==> config.mk <==
export PLATFORM = sky130hd
export DESIGN_NAME = ex_div
export DESIGN_NICKNAME = d
export VERILOG_FILES = /design/src/rtl/ex_div_pkg.sv /design/src/rtl/ex_div_step.sv /design/src/rtl/ex_div.sv
export SDC_FILE = /design/constraint.sdc
export NUM_CORES = 1
export LEC_CHECK = 0
export CAP_MARGIN = 20
export CORE_UTILIZATION = 50
export CTS_BUF_LIST = sky130_fd_sc_hd__clkbuf_8
export DETAILED_ROUTE_END_ITERATION = 10
export PLACE_DENSITY = 0.71
export SLEW_MARGIN = 20
export SYNTH_ARGS = -nofsm -noshare
export SYNTH_HDL_FRONTEND = slang
export SYNTH_SLANG_ARGS = --single-unit
==> constraint.sdc <==
create_clock -name clk -period 7.4 [get_ports clk]
set_clock_uncertainty 0.15 [all_clocks]
set_input_delay 2.22 -clock clk [delete_from_list [all_inputs] [get_ports clk]]
set_output_delay 2.22 -clock clk [all_outputs]
set_load 0.005 [all_outputs]
==> src/rtl/ex_div_pkg.sv <==
// ex_div_pkg
// Shared definitions for the EX-stage divider: FSM state encoding, signedness
// selectors and the active levels of reset and the stall request line.
// No ports; imported by ex_div and ex_div_step.
package ex_div_pkg;

  typedef enum logic [1:0] {
    DIV_IDLE = 2'd0,
    DIV_BUSY = 2'd1,
    DIV_DONE = 2'd2
  } div_state_e;

  localparam logic DIV_SIGNED      = 1'b1;
  localparam logic DIV_UNSIGNED    = 1'b0;

  localparam logic RST_ENABLE      = 1'b1;
  localparam logic STALLREQ_ENABLE = 1'b1;

endpackage

==> src/rtl/ex_div_step.sv <==
// ex_div_step
// One combinational radix-2 restoring division iteration.
// Ports:
//   rem_i      partial remainder before the step
//   quo_i      dividend/quotient shift register before the step
//   divisor_i  divisor magnitude
//   rem_o      partial remainder after the step
//   quo_o      quotient shift register after the step (new bit in LSB)
module ex_div_step
  import ex_div_pkg::*;
#(
  parameter int DATA_W = 32
) (
  input  logic [DATA_W-1:0] rem_i,
  input  logic [DATA_W-1:0] quo_i,
  input  logic [DATA_W-1:0] divisor_i,
  output logic [DATA_W-1:0] rem_o,
  output logic [DATA_W-1:0] quo_o
);

  // The shifted remainder can need DATA_W+1 bits; doing the trial subtract at
  // that width makes the borrow bit a clean "less than" flag with no overflow.
  logic [DATA_W:0] shifted;
  logic [DATA_W:0] diff;

  always_comb begin
    shifted = {rem_i, quo_i[DATA_W-1]};
    diff    = shifted - {1'b0, divisor_i};
    if (!diff[DATA_W]) begin
      rem_o = diff[DATA_W-1:0];
      quo_o = {quo_i[DATA_W-2:0], 1'b1};
    end else begin
      rem_o = shifted[DATA_W-1:0];
      quo_o = {quo_i[DATA_W-2:0], 1'b0};
    end
  end

endmodule

==> src/rtl/ex_div.sv <==
// ex_div
// Multi-cycle signed/unsigned restoring divider for the EX stage. Requests an
// EX stall while a divide is in flight and holds the result until EX advances.
// Ports:
//   clk, rst            clock; synchronous active-high reset
//   start_i             EX holds a divide (kept high while stalled)
//   signed_i            1 = signed divide
//   annul_i             flush of the EX instruction; cancels everything
//   ex_stall_i          EX stall bit; 0 = result consumed at this edge
//   dividend_i          dividend
//   divisor_i           divisor
//   stallreq_o          EX stall request to the stall controller
//   ready_o             quotient_o/remainder_o valid
//   quotient_o          quotient
//   remainder_o         remainder
module ex_div
  import ex_div_pkg::*;
#(
  parameter int DATA_W = 32,
  parameter int CNT_W  = 6
) (
  input  logic              clk,
  input  logic              rst,
  input  logic              start_i,
  input  logic              signed_i,
  input  logic              annul_i,
  input  logic              ex_stall_i,
  input  logic [DATA_W-1:0] dividend_i,
  input  logic [DATA_W-1:0] divisor_i,
  output logic              stallreq_o,
  output logic              ready_o,
  output logic [DATA_W-1:0] quotient_o,
  output logic [DATA_W-1:0] remainder_o
);

  div_state_e        state_reg, state_next;
  logic [CNT_W-1:0]  cnt_reg, cnt_next;
  logic [DATA_W-1:0] rem_reg, rem_next;
  logic [DATA_W-1:0] quo_reg, quo_next;
  logic [DATA_W-1:0] dvs_reg, dvs_next;
  logic              q_neg_reg, q_neg_next;
  logic              r_neg_reg, r_neg_next;
  logic [DATA_W-1:0] quotient_reg, quotient_next;
  logic [DATA_W-1:0] remainder_reg, remainder_next;

  logic [DATA_W-1:0] step_rem, step_quo;

  ex_div_step #(.DATA_W(DATA_W)) u_step (
    .rem_i     (rem_reg),
    .quo_i     (quo_reg),
    .divisor_i (dvs_reg),
    .rem_o     (step_rem),
    .quo_o     (step_quo)
  );

  always_ff @(posedge clk) begin
    if (rst == RST_ENABLE) begin
      state_reg     <= DIV_IDLE;
      cnt_reg       <= '0;
      rem_reg       <= '0;
      quo_reg       <= '0;
      dvs_reg       <= '0;
      q_neg_reg     <= 1'b0;
      r_neg_reg     <= 1'b0;
      quotient_reg  <= '0;
      remainder_reg <= '0;
    end else begin
      state_reg     <= state_next;
      cnt_reg       <= cnt_next;
      rem_reg       <= rem_next;
      quo_reg       <= quo_next;
      dvs_reg       <= dvs_next;
      q_neg_reg     <= q_neg_next;
      r_neg_reg     <= r_neg_next;
      quotient_reg  <= quotient_next;
      remainder_reg <= remainder_next;
    end
  end

  always_comb begin
    state_next     = state_reg;
    cnt_next       = cnt_reg;
    rem_next       = rem_reg;
    quo_next       = quo_reg;
    dvs_next       = dvs_reg;
    q_neg_next     = q_neg_reg;
    r_neg_next     = r_neg_reg;
    quotient_next  = quotient_reg;
    remainder_next = remainder_reg;

    if (annul_i) begin
      state_next = DIV_IDLE;
    end else begin
      case (state_reg)
        DIV_IDLE: begin
          if (start_i) begin
            if (divisor_i == '0) begin
              // Divide-by-zero skips the iterations entirely.
              state_next     = DIV_DONE;
              quotient_next  = '1;
              remainder_next = dividend_i;
            end else begin
              state_next = DIV_BUSY;
              // Magnitudes only; the most-negative value maps to its own
              // bit pattern, which is the correct unsigned magnitude.
              quo_next   = (signed_i == DIV_SIGNED && dividend_i[DATA_W-1])
                           ? -dividend_i : dividend_i;
              dvs_next   = (signed_i == DIV_SIGNED && divisor_i[DATA_W-1])
                           ? -divisor_i : divisor_i;
              rem_next   = '0;
              cnt_next   = '0;
              q_neg_next = signed_i & (dividend_i[DATA_W-1] ^ divisor_i[DATA_W-1]);
              r_neg_next = signed_i & dividend_i[DATA_W-1];
            end
          end
        end
        DIV_BUSY: begin
          rem_next = step_rem;
          quo_next = step_quo;
          cnt_next = cnt_reg + 1'b1;
          if (cnt_reg == CNT_W'(DATA_W - 1)) begin
            state_next     = DIV_DONE;
            quotient_next  = q_neg_reg ? -step_quo : step_quo;
            remainder_next = r_neg_reg ? -step_rem : step_rem;
          end
        end
        DIV_DONE: begin
          if (!ex_stall_i) state_next = DIV_IDLE;
        end
        default: state_next = DIV_IDLE;
      endcase
    end
  end

  // Deliberately zero in DONE so the stall controller's response on
  // ex_stall_i can never feed back into this request combinationally.
  assign stallreq_o  = (start_i && !annul_i && state_reg != DIV_DONE)
                       ? STALLREQ_ENABLE : ~STALLREQ_ENABLE;
  assign ready_o     = (state_reg == DIV_DONE) && !annul_i;
  assign quotient_o  = quotient_reg;
  assign remainder_o = remainder_reg;

endmodule

Word level (Yosys, flattened, before mapping)
Index checks and enable logic that the tools add are counted.
{"block": "word_totals", "ff_bits": 170, "latchBits": 0, "mem_bits_rw": 0, "rom_bits": 0, "word_cells": 72, "mem_count": 0}
{"block": "classes", "add_sub_neg": 6, "multipliers": 0, "div_mod_pow": 0, "magnitude_cmp": 0, "n_eq_ne": 9, "shift": 0, "mux": 29, "bitwise": 5, "n_reduce_logical": 14}
{"cell": "$mux W32", "n": 15}
{"cell": "$pmux W32 S2", "n": 4}
{"cell": "$neg A32 Y32", "n": 4}
{"cell": "$sub A33 B32 Y33", "n": 1}
{"cell": "$logic_not A32 Y1", "n": 1}
{"cell": "$mux W6", "n": 2}
{"cell": "$ne A2 B2 Y1 const B", "n": 6}
{"cell": "$pmux W6 S2", "n": 1}
{"cell": "$mux W2", "n": 4}
{"cell": "$reduce_and A4 Y1", "n": 2}
{"cell": "$add A6 B1 Y6 const B", "n": 1}
{"cell": "$eq A6 B5 Y1 const B", "n": 1}
{"cell": "$pmux W2 S3", "n": 1}
{"cell": "$logic_and A1 B1 Y1", "n": 5}
{"cell": "$reduce_and A5 Y1", "n": 1}
{"cell": "$reduce_and A3 Y1", "n": 1}
{"cell": "$and A1 B1 Y1", "n": 2}
{"cell": "$eq A2 B1 Y1 const B", "n": 1}
{"cell": "$eq A2 B2 Y1 const B", "n": 1}
{"cell": "$logic_not A2 Y1", "n": 1}
{"cell": "$mux W1", "n": 2}
{"cell": "$not A1 Y1", "n": 2}
{"cell": "$reduce_bool A2 Y1", "n": 1}
{"cell": "$reduce_or A2 Y1", "n": 1}
{"cell": "2 further kinds", "n": 2}

Logic depth before layout (Yosys ltp)
Gate-level depths: netlist of run 1.
{"block": "depth", "depth_word": 6, "mapped_depth": 28}

By module
Synthesis of run 1 repeated with hierarchy kept, for this count alone.
{"block": "hier_totals", "hier_cells": 1539, "hier_area_um2": 12101.6}
{"module": "ex_div", "instances": 1, "cells_per_inst": 1199, "area_each_um2": 9551.7}
{"module": "ex_div_step", "instances": 1, "cells_per_inst": 340, "area_each_um2": 2549.9}

Least setup slack after synthesis of run 1
No wires, ideal clock.
{"block": "synth_path", "path_kind": "register -> register", "startpoint": "register quo_reg[31]", "endpoint": "register remainder_reg[26], in the netlist remainder_o[26]", "setup_ns": 0.074, "arrival_time_ns": 5.337, "required_time_ns": 7.176, "path_slack_ns": 1.839, "stages_incl_launch_ff": 28, "path_buffers": 4, "path_cell_list": "dfxtp_1 > inv_1 > ha_1 > inv_1 > fa_1 > a211oi_1 > o21ai_1 > o21ai_2 > a2111oi_4 > nor3_2 > nor2_8 > inv_2 > clkbuf_1 > clkbuf_1 > buf_1 > o21ai_0 > inv_1 > ha_1 > o21ai_0 > nor2_1 > nand3_1 > mux2_2 > or4_1 > buf_2 > o41ai_4 > xnor2_1 > nand2_1 > a31oi_1"}
{"block": "synth_between", "elab_chain_cells": 6}
{"item": "start, declared", "line": "ex_div.sv:39", "source": "logic [DATA_W-1:0] quo_reg, quo_next;"}
{"item": "start signal, assigned", "line": "ex_div.sv:71", "source": "quo_reg <= quo_next;"}
{"item": "$sub A33 B32 Y33", "line": "ex_div_step.sv:28", "source": "diff = shifted - {1'b0, divisor_i};"}
{"item": "$mux W32 *", "line": "ex_div_step.sv:29", "source": "if (!diff[DATA_W]) begin"}
{"item": "$neg A32 Y32", "line": "ex_div.sv:124", "source": "remainder_next = r_neg_reg ? -step_rem : step_rem;"}
{"item": "$mux W32 *", "line": "ex_div.sv:124"}
{"item": "$mux W32 *", "line": "ex_div.sv:121", "source": "if (cnt_reg == CNT_W'(DATA_W - 1)) begin"}
{"item": "$pmux W32 S2 *", "line": "ex_div.sv:94", "source": "case (state_reg)"}
{"item": "end signal, assigned", "line": "ex_div.sv:76", "source": "remainder_reg <= remainder_next;"}
{"item": "end, declared", "line": "ex_div.sv:44", "source": "logic [DATA_W-1:0] remainder_reg, remainder_next;"}
Every way passes the cells marked *; elsewhere a longest branch is shown, timed or not. The select of a mux whose other input is x is not followed.
A chain may end at the register's enable or synchronous reset.

Worst setup path after layout of run 1
{"block": "layout_path", "startpoint": "input port divisor_i[5]", "endpoint": "register remainder_reg[6], in the netlist remainder_o[6]"}
{"block": "layout_between", "elab_chain_cells": 3}
{"item": "start, declared", "line": "ex_div.sv:29", "source": "input logic [DATA_W-1:0] divisor_i,"}
{"item": "$logic_not A32 Y1", "line": "ex_div.sv:97", "source": "if (divisor_i == '0) begin"}
{"item": "$ne A2 B2 Y1 (no source line)"}
{"item": "$reduce_and A5 Y1 (no source line)"}
Every way passes these cells.

==> results of run 1 <==
-- power by group through the flow --
stage / sequential, W / combinational, W / clock (W)
finish: 0.000976 / 0.000519 / 0.000674
global route: 0.000981 / 0.000574 / 0.000727
CTS: 0.000976 / 0.000517 / 0.000685
detailed placement: 0.000997 / 0.000515 / 0
global placement: 0.000996 / 0.000509 / 0
floorplan: 0.000989 / 0.000363 / 0
-- cell type report --
class                           count  area, um2
Inverter                           47        176
Sequential cell                   170       3400
Fill cell                        2202       9200
Clock inverter                     14        151
Timing Repair Buffer              153       1520
Multi-Input combinational cell   1238       7760
Clock buffer                       18        248
Tap cell                          313        392
-- cells by family (layout without fill, tap and decap cells) --
logic type / after synthesis / after routing
DFF: 170 / 170
AOI/OAI and AO/OA: 471 / 471
muxes: 21 / 21
adders and majority gates: 38 / 38
xor gates and xnor gates: 148 / 148
buffers and inverters: 155 / 232
and+or+nand+nor: 560 / 560
-- through the flow --
stage / power [W] / util [%] / setup WS, ns
3_3_place_gp: 0.00151 / 58.0 / 0.764
3_5_place_dp: 0.00151 / 58.0 / 0.687
6_report: 0.00217 / 59.7 / 1.16
4_1_cts: 0.00218 / 59.7 / 1.19
2_1_floorplan: 0.00135 / - / 1.84
5_1_grt: 0.00228 / 59.7 / 0.906
-- metal layers --
metal | vias up | GRT usage, %
li1 | 5746 | -
met1 | 5229 | 37.0
met2 | 370 | 44.3
met3 | 38 | 3.34
met4 | 0 | 7.00
met5 | - | 0
-- synth_stat cells, drive strengths merged (3+ instances only) --
master	instances
nor2	216
dfxtp	170
nand2	163
a21oi	143
o21ai	86
clkbuf	85
xor2	77
a211oi	71
xnor2	71
inv	47
nor3	47
ha	37
o31ai	30
nand3	25
buf	23
a311oi	22
or3	20
or4	18
a22oi	17
o41ai	17
mux2i	16
nor4	14
nand4	13
a21o	12
o21a	10
and3	8
o211ai	8
o221a	8
a31oi	7
nand2b	7
nor2b	6
nor3b	6
o21bai	6
o22ai	6
a2111oi	5
and2	5
mux2	5
or2	5
and4	4
o31a	4
a211o	3
a21boi	3
-- critical path, delay by kind of cell --
kind | cells | cell delay (ns)
AO/OA/AOI/OAI | 2 | 0.60
buffers and inverters | 2 | 0.74
AND/OR/NAND/NOR | 7 | 2.92
-- cell usage in the layout, fill, tap and decap left out, drive strengths merged, types with 7 or more instances in the layout --
cell | netlist | final
nand3 | 25 | 25
o21a | 10 | 10
buf | 23 | 19
or3 | 20 | 20
clkdlybuf4s50 | 0 | 134
a22oi | 17 | 17
a21o | 12 | 12
o21ai | 86 | 86
o31ai | 30 | 30
mux2i | 16 | 16
a31oi | 7 | 7
xor2 | 77 | 77
a21oi | 143 | 143
o211ai | 8 | 8
nand4 | 13 | 13
nor2 | 216 | 216
inv | 47 | 55
dfxtp | 170 | 170
a311oi | 22 | 22
nor3 | 47 | 47
nand2b | 7 | 7
clkbuf | 85 | 18
nor4 | 14 | 14
and3 | 8 | 8
ha | 37 | 37
o221a | 8 | 8
or4 | 18 | 18
o41ai | 17 | 17
xnor2 | 71 | 71
nand2 | 163 | 163
a211oi | 71 | 71
-- path summary, 6_finish.rpt --
path	from	end	depth (start not counted)
setup / recovery	divisor_i[5]	remainder_o[6]$_SDFFE_PP0P_	11
hold / removal	dvs_reg[22]$_SDFFE_PP0P_	dvs_reg[22]$_SDFFE_PP0P_	2
setup reg to reg	quo_reg[31]$_SDFFE_PP0P_	remainder_o[26]$_SDFFE_PP0P_	23
hold reg to reg	dvs_reg[22]$_SDFFE_PP0P_	dvs_reg[22]$_SDFFE_PP0P_	2
==> flow_summary.json, run 1 <==
{
  "num_rows": 55,
  "cp_cell_sequence": "clkdlybuf4s50_1 -> or3_1 -> or4_1 -> or3_1 -> or3_1 -> nor4_2 -> a21oi_1 -> nor4_4 -> buf_12 -> nor2_1 -> a311oi_1",
  "via_count": 11400,
  "r2r_slack_ns": 1.41,
  "syn-num-nets": 1671,
  "cp.required_ns": 7.64,
  "wl_met1_mm": 15.3,
  "fin_crit_sh_pct": 84.4,
  "netlist_area_um2": 11700,
  "io_pins": 136,
  "clock_path_buffers": 2,
  "ys_seq_elements": 170,
  "synth_compound_area_share_pct": 27.1,
  "synthTopCellsByArea": "dfxtp_1 29%, nor2_1 6.9%, a21oi_1 6.0%",
  "firstDrtPassIters": 5,
  "drc": 0,
  "place_inst": 1921,
  "drv_cap": 0,
  "async_flop_share_pct": 0,
  "root_buffer": "clkbuf_8",
  "ys.flop_type": "dfxtp_1",
  "highest_layer": "met4",
  "numCtsBuffers": 17,
  "drv_slew": 0,
  "clock_sinks": 170,
  "dieHeight_um": 155,
  "power.share.switching_pct": 34.5,
  "syn_area_per_cell_um2": 7.52,
  "fp.coreArea_um2": 22800,
  "post_cts_buffers": 0,
  "cpPeakStageDelay_ns": 0.74,
  "syn_to_final_growth_pct": 16.2,
  "relSlewSlack_pct": 34.3,
  "die_area_um2": 24100,
  "avgRoutedWirePerCell_um": 16.6,
  "synth_edf_count": 0,
  "fmax_ghz": 0.160,
  "nets": 1735,
  "gp_congestion": 0.919,
  "ctsResizeCount": 0,
  "synth_top_family_by_area": "compound AO/OA/AOI/OAI gates",
  "overflow": 0,
  "finalSetupViolCount": 0,
  "leakage_nw": 5.02,
  "grt_pass1_wl_mm": 52.4,
  "clkPwrFrac_pct": 31.1,
  "synth_top_area_share_pct": 29.0,
  "intPower_w": 0.00142,
  "synth_top_area_cell": "dfxtp_1",
  "met2_length_mm": 14.7,
  "start_util_pct": 51.4,
  "synth-simple-area-share_pct": 21.7,
  "synth_xor_area_share_pct": 11.0,
  "hold_class": "reg2reg",
  "path_max_fanout": 39,
  "portBuffers": 135,
  "synthCells": 1563,
  "final_cells": 1953,
  "finalWirelength_mm": 32.4,
  "power.density_nw_per_um2": 159,
  "met3_length_mm": 1.87,
  "die_w_um": 155,
  "antenna_found_initial": 0,
  "tns_ns": 0,
  "min_period_ns": 6.24,
  "post-dp-hpwl_mm": 24.0,
  "antenna_cells": 0,
  "grt_pass1_vias": 10200,
  "hold_viol": 0,
  "status": "complete, no violations",
  "ys_seq_area_share_pct": 29.0,
  "synth_mux_area_share_pct": 1.84,
  "worstPathArrival_ns": 6.49,
  "grt_max_degree": 91,
  "synthAdderAreaFrac_pct": 4.11,
  "yosys_warnings": 0,
  "drive_above_1_share_pct": 5.79,
  "slowest_stage": "nor4_4",
  "antenna_left": 0,
  "hold_ws_ns": 0.308,
  "p_seq_share_pct": 45.0,
  "irDropWorstVdd_uv": 93.9,
  "htree_levels": 4,
  "crit_path_end_kind": "register",
  "p_sw_w": 0.000749,
  "rsz0062_at_grt": "false",
  "tritoncts": "done",
  "place_area_um2": 13200,
  "cts-hold-fix-buffers": 0,
  "drt_iter0_markers": 819,
  "viasPerCell": 5.83,
  "critPathMostFrequentCell": "or3_1",
  "final_area_um2": 13600,
  "cp-start-kind": "input pin",
  "worst_pin_slew_ns": 0.986,
  "grtUsageTotal_pct": 26.9,
  "clock_latency_ns": 0.48,
  "path_class": "in2reg",
  "pwr-share-comb_pct": 23.9,
  "clk_pin_slew_worst_paths_ns": 0.11,
  "synth_cell_types": 74
}
Power figures use the tool's default switching activity.
==> inputs of run 2 (changes only) <==
- clock period: 7.4 -> 5.9 ns (I/O delays scaled with it)
==> flow_summary.json, run 2 (synthesis results as in run 1) <==
{
  "fill_cells": 2157,
  "antenna_cells": 0,
  "ctsResizeCount": 0,
  "relSlewSlack_pct": 25.9,
  "dieHeight_um": 155,
  "tritoncts": "done",
  "cp-start-kind": "register",
  "crit_path_end_kind": "register",
  "min_period_ns": 5.46,
  "grtUsageTotal_pct": 27.4,
  "status": "complete, no violations",
  "multi_input_area_um2": 7760,
  "overflow": 0,
  "drv_slew": 0,
  "final_common_cell": "nor2_1",
  "grt_pass1_wl_mm": 53.3,
  "leakage_nw": 5.09,
  "grt_pass1_vias": 10400,
  "portBuffers": 135,
  "antenna_found_initial": 0,
  "worst_pin_slew_ns": 1.11,
  "drive_above_1_share_pct": 6.59,
  "final_area_um2": 13800,
  "clock_sinks": 170,
  "clock_latency_ns": 0.48,
  "firstDrtPassIters": 5,
  "fmax_ghz": 0.183,
  "finalWirelength_mm": 32.8,
  "start_util_pct": 51.4,
  "cp.required_ns": 6.16,
  "path_max_fanout": 5,
  "post_cts_buffers": 0,
  "grt_max_degree": 107,
  "layout_common_cells": "214 x nor2_1, 170 x dfxtp_1, 163 x nand2_1",
  "p_total_w": 0.00274,
  "die_area_um2": 24100,
  "post-dp-hpwl_mm": 24.5,
  "die_w_um": 155,
  "power.density_nw_per_um2": 199,
  "hold_class": "reg2reg",
  "regArea_um2": 3400,
  "irDropWorstVdd_uv": 114,
  "finalSetupViolCount": 0,
  "path_class": "reg2reg",
  "root_buffer": "clkbuf_8",
  "place_area_um2": 13400,
  "worstPathArrival_ns": 5.72,
  "clk_pin_slew_worst_paths_ns": 0.11,
  "gp_congestion": 0.919,
  "viasPerCell": 5.83,
  "cts-hold-fix-buffers": 0,
  "antenna_left": 0,
  "numCtsBuffers": 17,
  "fin_crit_sh_pct": 92.5,
  "drt_iter0_markers": 758,
  "io_pins": 136,
  "tns_ns": 0,
  "drc": 0,
  "hold_ws_ns": 0.311,
  "syn_to_final_growth_pct": 17.1,
  "rsz0062_at_grt": "false",
  "avgRoutedWirePerCell_um": 16.7,
  "num_rows": 55,
  "htree_levels": 4,
  "fp.coreArea_um2": 22800,
  "clock_path_buffers": 2,
  "nets": 1749,
  "drv_cap": 0,
  "hold_viol": 0,
  "via_count": 11500
}
[run 2: metal layers]
layer	vias up	share of wire (%)	global-route usage, %	routed length, um
met5	-	0	0	0
li1	5796	-	-	-
met2	364	46	44.9	15000
met4	0	1.5	8.17	499
met1	5269	47	37.6	15400
met3	29	5.5	3.26	1820
[run 2: worst paths after layout]
check,start,end,slack [ns],cells after the start
max,quo_reg[31]$_SDFFE_PP0P_,remainder_o[24]$_SDFFE_PP0P_,0.44,25
min,dvs_reg[31]$_SDFFE_PP0P_,dvs_reg[31]$_SDFFE_PP0P_,0.31,2
max reg2reg,quo_reg[31]$_SDFFE_PP0P_,remainder_o[24]$_SDFFE_PP0P_,0.44,25
min reg2reg,dvs_reg[31]$_SDFFE_PP0P_,dvs_reg[31]$_SDFFE_PP0P_,0.31,2
[run 2: area by class of cell]
class	count	share of cell area, %
well taps	313	2.85
clock buffers	18	1.80
flip-flops and latches	170	24.7
multi-input cells	1238	56.4
repair buffers	167	11.9
inverters	47	1.28
clock inverters	14	1.07
[run 2: worst max-delay path: stages (launching register included)]
cell and delay, ns:
dfxtp_1 0.43, inv_1 0.10, ha_1 0.17, inv_1 0.06
fa_1 0.44, a211oi_1 0.27, o21ai_1 0.16, o21ai_2 0.24
a2111oi_4 0.12, o21a_2 0.31, nor2_8 0.17, inv_2 0.07
nand2_1 0.06, o21ai_0 0.14, inv_1 0.09, ha_1 0.21
o21ai_0 0.16, nor2_1 0.19, nand3_1 0.09, mux2_2 0.34
or4_1 0.54, buf_4 0.21, o31ai_4 0.24, xor2_1 0.20
nand2_1 0.07, a21oi_1 0.13
[run 2: where the power goes]
group | switching, W | internal [W]
clock | 0.000521 | 0.000332
combinational | 0.000394 | 0.000273
sequential | 0.0000365 | 0.00119
total | 0.000951 | 0.00179
[run 2: stage by stage]
step | utilization [%] | instances | setup slack, ns
after floorplan | - | 1563 | 0.339
after global placement | 58.5 | 1934 | 0.239
after detailed placement | 58.5 | 1934 | 0.117
after CTS | 60.2 | 1966 | 0.428
after global routing | 60.2 | 1967 | 0.0338
final | 60.2 | 1967 | 0.441
